==> config.mk <==
export PLATFORM = sky130hd
export DESIGN_NAME = output_display_driver
export DESIGN_NICKNAME = d
export VERILOG_FILES = /design/src/rtl/output_display_driver.sv
export SDC_FILE = /design/constraint.sdc
export NUM_CORES = 1
export LEC_CHECK = 0
export ABC_CLOCK_PERIOD_IN_PS = 3250
export CORE_UTILIZATION = 45
export CTS_BUF_LIST = sky130_fd_sc_hd__clkbuf_4 sky130_fd_sc_hd__clkbuf_8
export CTS_CLUSTER_DIAMETER = 100
export DETAILED_ROUTE_END_ITERATION = 8
export PLACE_DENSITY = 0.72
export SYNTH_ARGS = -nofsm -noshare
export SYNTH_HDL_FRONTEND = slang
export SYNTH_SLANG_ARGS = --single-unit
==> constraint.sdc <==
create_clock -name clk -period 3.25 [get_ports clk]
set_clock_uncertainty 0.2 [all_clocks]
set_input_delay 0.65 -clock clk [delete_from_list [all_inputs] [get_ports clk]]
set_output_delay 0.65 -clock clk [all_outputs]
set_load 0.01 [all_outputs]
==> src/rtl/output_display_driver.sv <==
// Converts an 8-bit value to three BCD digits using a sequential double-dabble engine.
// The result drives a multiplexed common-anode 7-segment display with leading-zero blanking.
module output_display_driver #(
    parameter int REFRESH_DIV = 50000
) (
    input  logic        clk,
    input  logic        reset,
    input  logic [7:0]  out_val,
    output logic [11:0] bcd,
    output logic        busy,
    output logic [3:0]  an,
    output logic [6:0]  seg
);

    localparam int CNT_W = $clog2(REFRESH_DIV);
    localparam logic [CNT_W-1:0] CNT_MAX = CNT_W'(REFRESH_DIV - 1);

    typedef enum logic [1:0] {IDLE, SHIFT, LOAD} state_t;

    state_t      state_reg, state_next;
    logic [7:0]  bin_reg, bin_next;
    logic [7:0]  cap_reg, cap_next;
    logic [11:0] scratch_reg, scratch_next;
    logic [2:0]  iter_reg, iter_next;
    logic [7:0]  last_val_reg, last_val_next;
    logic        valid_reg, valid_next;
    logic [11:0] bcd_reg, bcd_next;
    logic [11:0] scratch_adj;

    logic [CNT_W-1:0] scan_cnt_reg, scan_cnt_next;
    logic [1:0]       digit_idx_reg, digit_idx_next;
    logic [3:0]       an_reg, an_next;
    logic [6:0]       seg_reg, seg_next;
    logic [3:0]       digit_val;
    logic             digit_blank;

    function automatic logic [6:0] seg_code(input logic [3:0] d);
        case (d)
            4'd0:    seg_code = 7'h40;
            4'd1:    seg_code = 7'h79;
            4'd2:    seg_code = 7'h24;
            4'd3:    seg_code = 7'h30;
            4'd4:    seg_code = 7'h19;
            4'd5:    seg_code = 7'h12;
            4'd6:    seg_code = 7'h02;
            4'd7:    seg_code = 7'h78;
            4'd8:    seg_code = 7'h00;
            4'd9:    seg_code = 7'h10;
            default: seg_code = 7'h7F;
        endcase
    endfunction

    // Add-3 correction of every BCD nibble before each shift
    genvar gi;
    generate
        for (gi = 0; gi < 3; gi++) begin : g_adj
            assign scratch_adj[gi*4 +: 4] = (scratch_reg[gi*4 +: 4] >= 4'd5)
                                          ? scratch_reg[gi*4 +: 4] + 4'd3
                                          : scratch_reg[gi*4 +: 4];
        end
    endgenerate

    always_comb begin
        state_next    = state_reg;
        bin_next      = bin_reg;
        cap_next      = cap_reg;
        scratch_next  = scratch_reg;
        iter_next     = iter_reg;
        last_val_next = last_val_reg;
        valid_next    = valid_reg;
        bcd_next      = bcd_reg;
        case (state_reg)
            IDLE: begin
                if (!valid_reg || (out_val != last_val_reg)) begin
                    bin_next     = out_val;
                    cap_next     = out_val;
                    scratch_next = '0;
                    iter_next    = '0;
                    state_next   = SHIFT;
                end
            end
            SHIFT: begin
                {scratch_next, bin_next} = {scratch_adj, bin_reg} << 1;
                iter_next = iter_reg + 3'd1;
                if (iter_reg == 3'd7) begin
                    state_next = LOAD;
                end
            end
            LOAD: begin
                bcd_next      = scratch_reg;
                last_val_next = cap_reg;
                valid_next    = 1'b1;
                state_next    = IDLE;
            end
            default: state_next = IDLE;
        endcase
    end

    // Scan path reads only the committed bcd, never the scratch register
    always_comb begin
        scan_cnt_next  = scan_cnt_reg + CNT_W'(1);
        digit_idx_next = digit_idx_reg;
        if (scan_cnt_reg == CNT_MAX) begin
            scan_cnt_next  = '0;
            digit_idx_next = (digit_idx_reg == 2'd2) ? 2'd0 : digit_idx_reg + 2'd1;
        end
        digit_val   = 4'd0;
        digit_blank = 1'b1;
        case (digit_idx_next)
            2'd0: begin
                digit_val   = bcd_reg[3:0];
                digit_blank = 1'b0;
            end
            2'd1: begin
                digit_val   = bcd_reg[7:4];
                digit_blank = (bcd_reg[11:8] == 4'd0) && (bcd_reg[7:4] == 4'd0);
            end
            2'd2: begin
                digit_val   = bcd_reg[11:8];
                digit_blank = (bcd_reg[11:8] == 4'd0);
            end
            default: begin
                digit_val   = 4'd0;
                digit_blank = 1'b1;
            end
        endcase
        seg_next = digit_blank ? 7'h7F : seg_code(digit_val);
    end

    generate
        for (gi = 0; gi < 3; gi++) begin : g_an
            assign an_next[gi] = (digit_idx_next != 2'(gi));
        end
    endgenerate
    assign an_next[3] = 1'b1;

    always_ff @(posedge clk) begin
        if (!reset) begin
            state_reg     <= IDLE;
            bin_reg       <= '0;
            cap_reg       <= '0;
            scratch_reg   <= '0;
            iter_reg      <= '0;
            last_val_reg  <= '0;
            valid_reg     <= 1'b0;
            bcd_reg       <= '0;
            scan_cnt_reg  <= '0;
            digit_idx_reg <= 2'd0;
            an_reg        <= 4'b1110;
            seg_reg       <= 7'h40;
        end else begin
            state_reg     <= state_next;
            bin_reg       <= bin_next;
            cap_reg       <= cap_next;
            scratch_reg   <= scratch_next;
            iter_reg      <= iter_next;
            last_val_reg  <= last_val_next;
            valid_reg     <= valid_next;
            bcd_reg       <= bcd_next;
            scan_cnt_reg  <= scan_cnt_next;
            digit_idx_reg <= digit_idx_next;
            an_reg        <= an_next;
            seg_reg       <= seg_next;
        end
    end

    assign bcd  = bcd_reg;
    assign busy = (state_reg != IDLE);
    assign an   = an_reg;
    assign seg  = seg_reg;

endmodule
==> results.toml, run 1 <==
[setup_path]
worst_setup_path_end_kind = "register"
cp_data_arrival_time_ns = 2.79
cp_common_cell = "ha_1"
path_delay_family = "compound AO/OA/AOI/OAI gates"
path_cells = "ha_1 > and3_1 > nand4_4 > mux2_4 > a22oi_1 > o21a_1 > inv_1 > ha_1 > mux2i_1 > a41oi_1"
path_max_fanout = 6
path_buf_inv = 1
cpMaxStageDelayCell = "mux2_4"
cpPeakStageDelay_ns = 0.38
cp-start-kind = "register"
worst_ep_required_time_ns = 3.25
crit_type = "reg -> reg"

[sta]
rsz0062_at_grt = "false"
hold_viol = 0
worstMarginPinSlew_ns = 0.783
tns_ns = 0
fmax_mhz = 359
drv_slew = 0
slew_headroom_pct = 47.8
setup_violations = 0
fin_crit_ns = 2.79
period_share_pct = 85.8

[routing]
post_drt_wl_per_cell_um = 13.6
drc_errors = 0
vias = 3063
dr.pass1.iters = 4
routed_via_density = 5.33
drt-initial-drc-count = 111
wl_mm = 7.85
detail-route-antenna-nets = 0

[die]
top_level_ports = 34
dieArea_um2 = 8790
fp.dieW_um = 93.8
rows = 33
start_util_pct = 46.4
core_area_um2 = 8180
die_y_um = 93.8

[global_routing]
grt_use_met3_pct = 4.37
overflow = 0
grt_pass1_wl_mm = 13.0
grt_max_degree = 36
grt.total_usage_pct = 18.8
antenna_found_initial = 0
met1_usage_pct = 22.6
grt_pass1_vias = 2897
busiest_layer = "met2"
met2_usage_pct = 32.0

[clock_tree]
postCtsSetupRepairBufs = 0
ctsHoldBuffers = 0
cts_buffer_depth = 2
cts_buffers = 9
htreeDepth = 3
cts-root-buf = "clkbuf_8"
cts_tree = "yes"
cts_sinks = 82
clk_pin_slew_ns = 0.08
clk_latency_ns = 0.35
postCtsResizedCells = 0

[synthesis]
ys_seq_area_share_pct = 43.3
avgSynthCellArea_um2 = 8.56
synth.most_common_cell = "nand2_1"
synth-compound-area-share_pct = 16.7
synth_common_cells = "nand2_1, dfxtp_1, a21oi_1"
synth_xor_area_share_pct = 6.01
syn-cell-area_um2 = 3790
netlist.area_leader.share_pct = 43.3
synth_top_family_by_area = "simple AND/OR/NAND/NOR gates"
synth_mux_area_share_pct = 2.11
async_flop_share_pct = 0
yosys_warnings = 0
synth_top_cell_by_area = "dfxtp_1"
yosysUniqueCellTypes = 49
syn_inst = 443
synthAdderAreaFrac_pct = 4.89
yosys-top-cells-area = "dfxtp_1, nand2_1, a21oi_1"
syn_nets = 467
synth-simple-area-share_pct = 23.1
synthFlopType = "dfxtp_1"
synth-edff-count = 0
synth-seq-cells = 82

[status]
status = "complete, no violations"

[placement]
hpwl_mm = 5.54
io_buffers = 32
routabilityCongestion = 0.783

[pwr]
ir_drop_v = 0.000213
p_leak_nw = 1.56
p_per_area_nw_per_um2 = 410

[layout]
final_layout_size_suffix_gt1_share_pct = 8.30
largest_register_ffs = 16
finish.utilization_pct = 53.2
area_delta_synth_final_pct = 14.9
nNetsFinal = 491
diodes = 0

[worst_hold_path]
hold_class = "reg -> reg"

[job]
maxCapViolations = 0
## worst register-to-register path: stages (launching register included)
cell and delay, ns:
dfxtp_1 0.35, ha_1 0.18, and3_1 0.32, nand4_4 0.19, mux2_4 0.38, a22oi_1 0.21
o21a_1 0.25, inv_1 0.09, ha_1 0.21, mux2i_1 0.12, a41oi_1 0.13
## cells in the final DEF (no fill, tap or decap), types with 3 or more instances in the layout
cell type	netlist	final
nand2_1	92	92
dfxtp_1	82	82
a21oi_1	37	37
clkdlybuf4s50_1	0	32
nor2_1	24	24
nand3_1	21	21
xnor2_1	17	17
a21boi_0	17	17
ha_1	14	14
o21ai_0	12	12
a31oi_1	11	11
inv_1	10	10
clkbuf_8	0	10
xor2_1	9	9
nor3_1	7	7
nand2b_1	7	7
and3_1	5	5
mux2i_1	5	5
a22oi_1	4	4
buf_4	2	4
and4_1	3	3
and2_1	3	3
o21a_1	3	3
nor4_1	3	3
## power by group
group | internal (mW) | switching [mW] | total, mW
sequential | 1.02 | 0.0117 | 1.04
combinational | 0.0413 | 0.0649 | 0.106
clock | 0.296 | 0.345 | 0.641
total | 1.36 | 0.421 | 1.78
## final cells by class
class / instances / area (um^2)
tap: 105 / 131
inverter: 11 / 41.3
sequential: 82 / 1640
fill: 788 / 3820
clock buffer: 11 / 145
timing repair buffer: 37 / 370
multi-input combinational: 326 / 2010
clock inverter: 3 / 17.5
## path summary, 6_finish.rpt
check	startpoint	end	slack, ns	cells after the start
setup / recovery	scan_cnt_reg[0]	seg[6]	0.46	10
hold / removal	scan_cnt_reg[0]	scan_cnt_reg[0]	0.25	1
setup reg to reg	scan_cnt_reg[0]	seg[6]	0.46	10
hold reg to reg	scan_cnt_reg[0]	scan_cnt_reg[0]	0.25	1
## stage by stage
stage          power (mW)  hold slack [ns]  cells  instance area, um^2  setup slack [ns]
2_1_floorplan        1.13            0.213    443                 3790             0.743
3_3_place_gp         1.16            0.223    561                 4190             0.334
3_5_place_dp         1.16            0.238    561                 4190             0.303
4_1_cts              1.80            0.244    575                 4350             0.445
5_1_grt              1.85            0.269    575                 4350             0.225
6_report             1.78            0.249    575                 4350             0.462
## kinds of logic after synthesis
logic type,after synthesis
xor gates and xnor gates,26
DFF,82
adders and majority gates,15
AOI/OAI and AO/OA,95
buffers and inverters,35
and+or+nand+nor,182
muxes,7
other,1
## layer usage
| metal | vias up | share of wire [%] |
|---|---|---|
| li1 | 1553 | - |
| met1 | 1443 | 47 |
| met2 | 52 | 48 |
| met3 | 15 | 2.6 |
| met4 | 0 | 2.2 |
| met5 | - | 0 |
(Power assumes the default switching activity.)
==> run 2: changes to the inputs <==
CELL_PAD_IN_SITES_DETAIL_PLACEMENT = 1   (was unset)
CELL_PAD_IN_SITES_GLOBAL_PLACEMENT = 1   (was unset)
PLACE_DENSITY = 0.89   (was 0.72)
==> run 2 against run 1 <==
Routed wire length increased by 21%. Sequential share of layout area decreased by 0.30 points. Die area unchanged. First-iteration DRC count decreased by 7.2%. Cell area increased by 0.80%. Worst hold slack improved by 0.0051 ns. Combinational power increased by 6%. Critical path type unchanged. Sequential cell count unchanged.
==> results.toml, run 2 (same netlist as run 1, synthesis figures left out) <==
[die]
rows = 33
core_area_um2 = 8180
top_level_ports = 34
dieArea_um2 = 8790
start_util_pct = 46.4
die_y_um = 93.8
fp.dieW_um = 93.8

[sta]
period_share_pct = 88.5
hold_viol = 0
slew_headroom_pct = 41.9
fmax_mhz = 348
setup_violations = 0
worstMarginPinSlew_ns = 0.869
fin_crit_ns = 2.87
tns_ns = 0
holdWs_ns = 0.254
setup_ws_ns = 0.375
rsz0062_at_grt = "false"
drv_slew = 0

[setup_path]
path_delay_family = "simple AND/OR/NAND/NOR gates"
crit_type = "reg -> reg"
cp_data_arrival_time_ns = 2.97
path_cells = "ha_1 > and3_1 > and4_1 > and2_1 > a22oi_1 > o21a_1 > ha_1 > mux2_4 > a31oi_1"
worst_setup_path_end_kind = "register"
cpPeakStageDelay_ns = 0.44
cp_common_cell = "ha_1"
path_buf_inv = 0
worst_ep_required_time_ns = 3.34
path_max_fanout = 7
cpMaxStageDelayCell = "and4_1"
cp-start-kind = "register"

[clock_tree]
htreeDepth = 3
cts_buffer_depth = 2
cts-root-buf = "clkbuf_8"
cts_sinks = 82
cts_tree = "yes"
cts_buffers = 9
ctsHoldBuffers = 0
clk_latency_ns = 0.37
clk_pin_slew_ns = 0.09
postCtsSetupRepairBufs = 0
postCtsResizedCells = 0

[routing]
drc_errors = 0
drt-initial-drc-count = 103
wl_mm = 9.52
wl_met2_mm = 4.81
routed_via_density = 5.55
wl_met3_um = 245
vias = 3211
post_drt_wl_per_cell_um = 16.4
dr.pass1.iters = 4
met1_length_mm = 4.26
detail-route-antenna-nets = 0
routed.top_layer = "met4"

[job]
maxCapViolations = 0

[global_routing]
overflow = 0
grt_pass1_wl_mm = 15.9
grt_max_degree = 36
antenna_found_initial = 0
grt_pass1_vias = 3381
grt.total_usage_pct = 23.4

[placement]
hpwl_mm = 6.79
routabilityCongestion = 0.791
place_inst = 563
dp_slack_ns = 0.412
io_buffers = 32

[status]
status = "complete, no violations"

[pwr]
ir_drop_v = 0.000205
p_per_area_nw_per_um2 = 421
power_mw = 1.85
p_leak_nw = 1.57

[layout]
final_cell_mix = "nand2_1, dfxtp_1, a21oi_1, clkdlybuf4s50_1, nor2_1"
instances_no_fill = 579
largest_register_ffs = 16
area_delta_synth_final_pct = 15.8
layout_commonest_cell = "nand2_1"
nNetsFinal = 493
diodes = 0
final_layout_size_suffix_gt1_share_pct = 9.07

[worst_hold_path]
hold_class = "reg -> reg"
-- run 2: layout make-up --
| cell class | count | area [um^2] |
|---|---|---|
| sequential | 82 | 1640 |
| fill | 979 | 3790 |
| timing repair buffer | 39 | 385 |
| clock buffer | 10 | 131 |
| inverter | 11 | 41.3 |
| clock inverter | 6 | 51.3 |
| tap | 105 | 131 |
| multi-input combinational | 326 | 2010 |
-- run 2: path summary, 6_finish.rpt --
check	start	endpoint	slack (ns)	cells after the start
setup / recovery	scan_cnt_reg[0]	seg[4]	0.38	9
hold / removal	scan_cnt_reg[0]	scan_cnt_reg[0]	0.25	1
setup reg to reg	scan_cnt_reg[0]	seg[4]	0.38	9
hold reg to reg	scan_cnt_reg[0]	scan_cnt_reg[0]	0.25	1
-- run 2: per-layer routing --
metal,vias to the layer above,track usage [%]
met4,0,10.1
met2,51,42.5
met1,1575,26.3
met5,-,0
met3,21,4.45
li1,1564,-
-- run 2: through the flow --
step                      cell area [um^2]  util, %
after floorplan                       3790        -
after global placement                4210     51.4
after detailed placement              4210     51.4
after CTS                             4390     53.7
after global routing                  4390     53.7
final                                 4390     53.7
-- run 2: power breakdown --
part	internal [mW]	leakage (nW)	switching (mW)
Combinational	0.0440	0.819	0.0684
Sequential	1.02	0.665	0.0132
Clock	0.294	0.0905	0.403
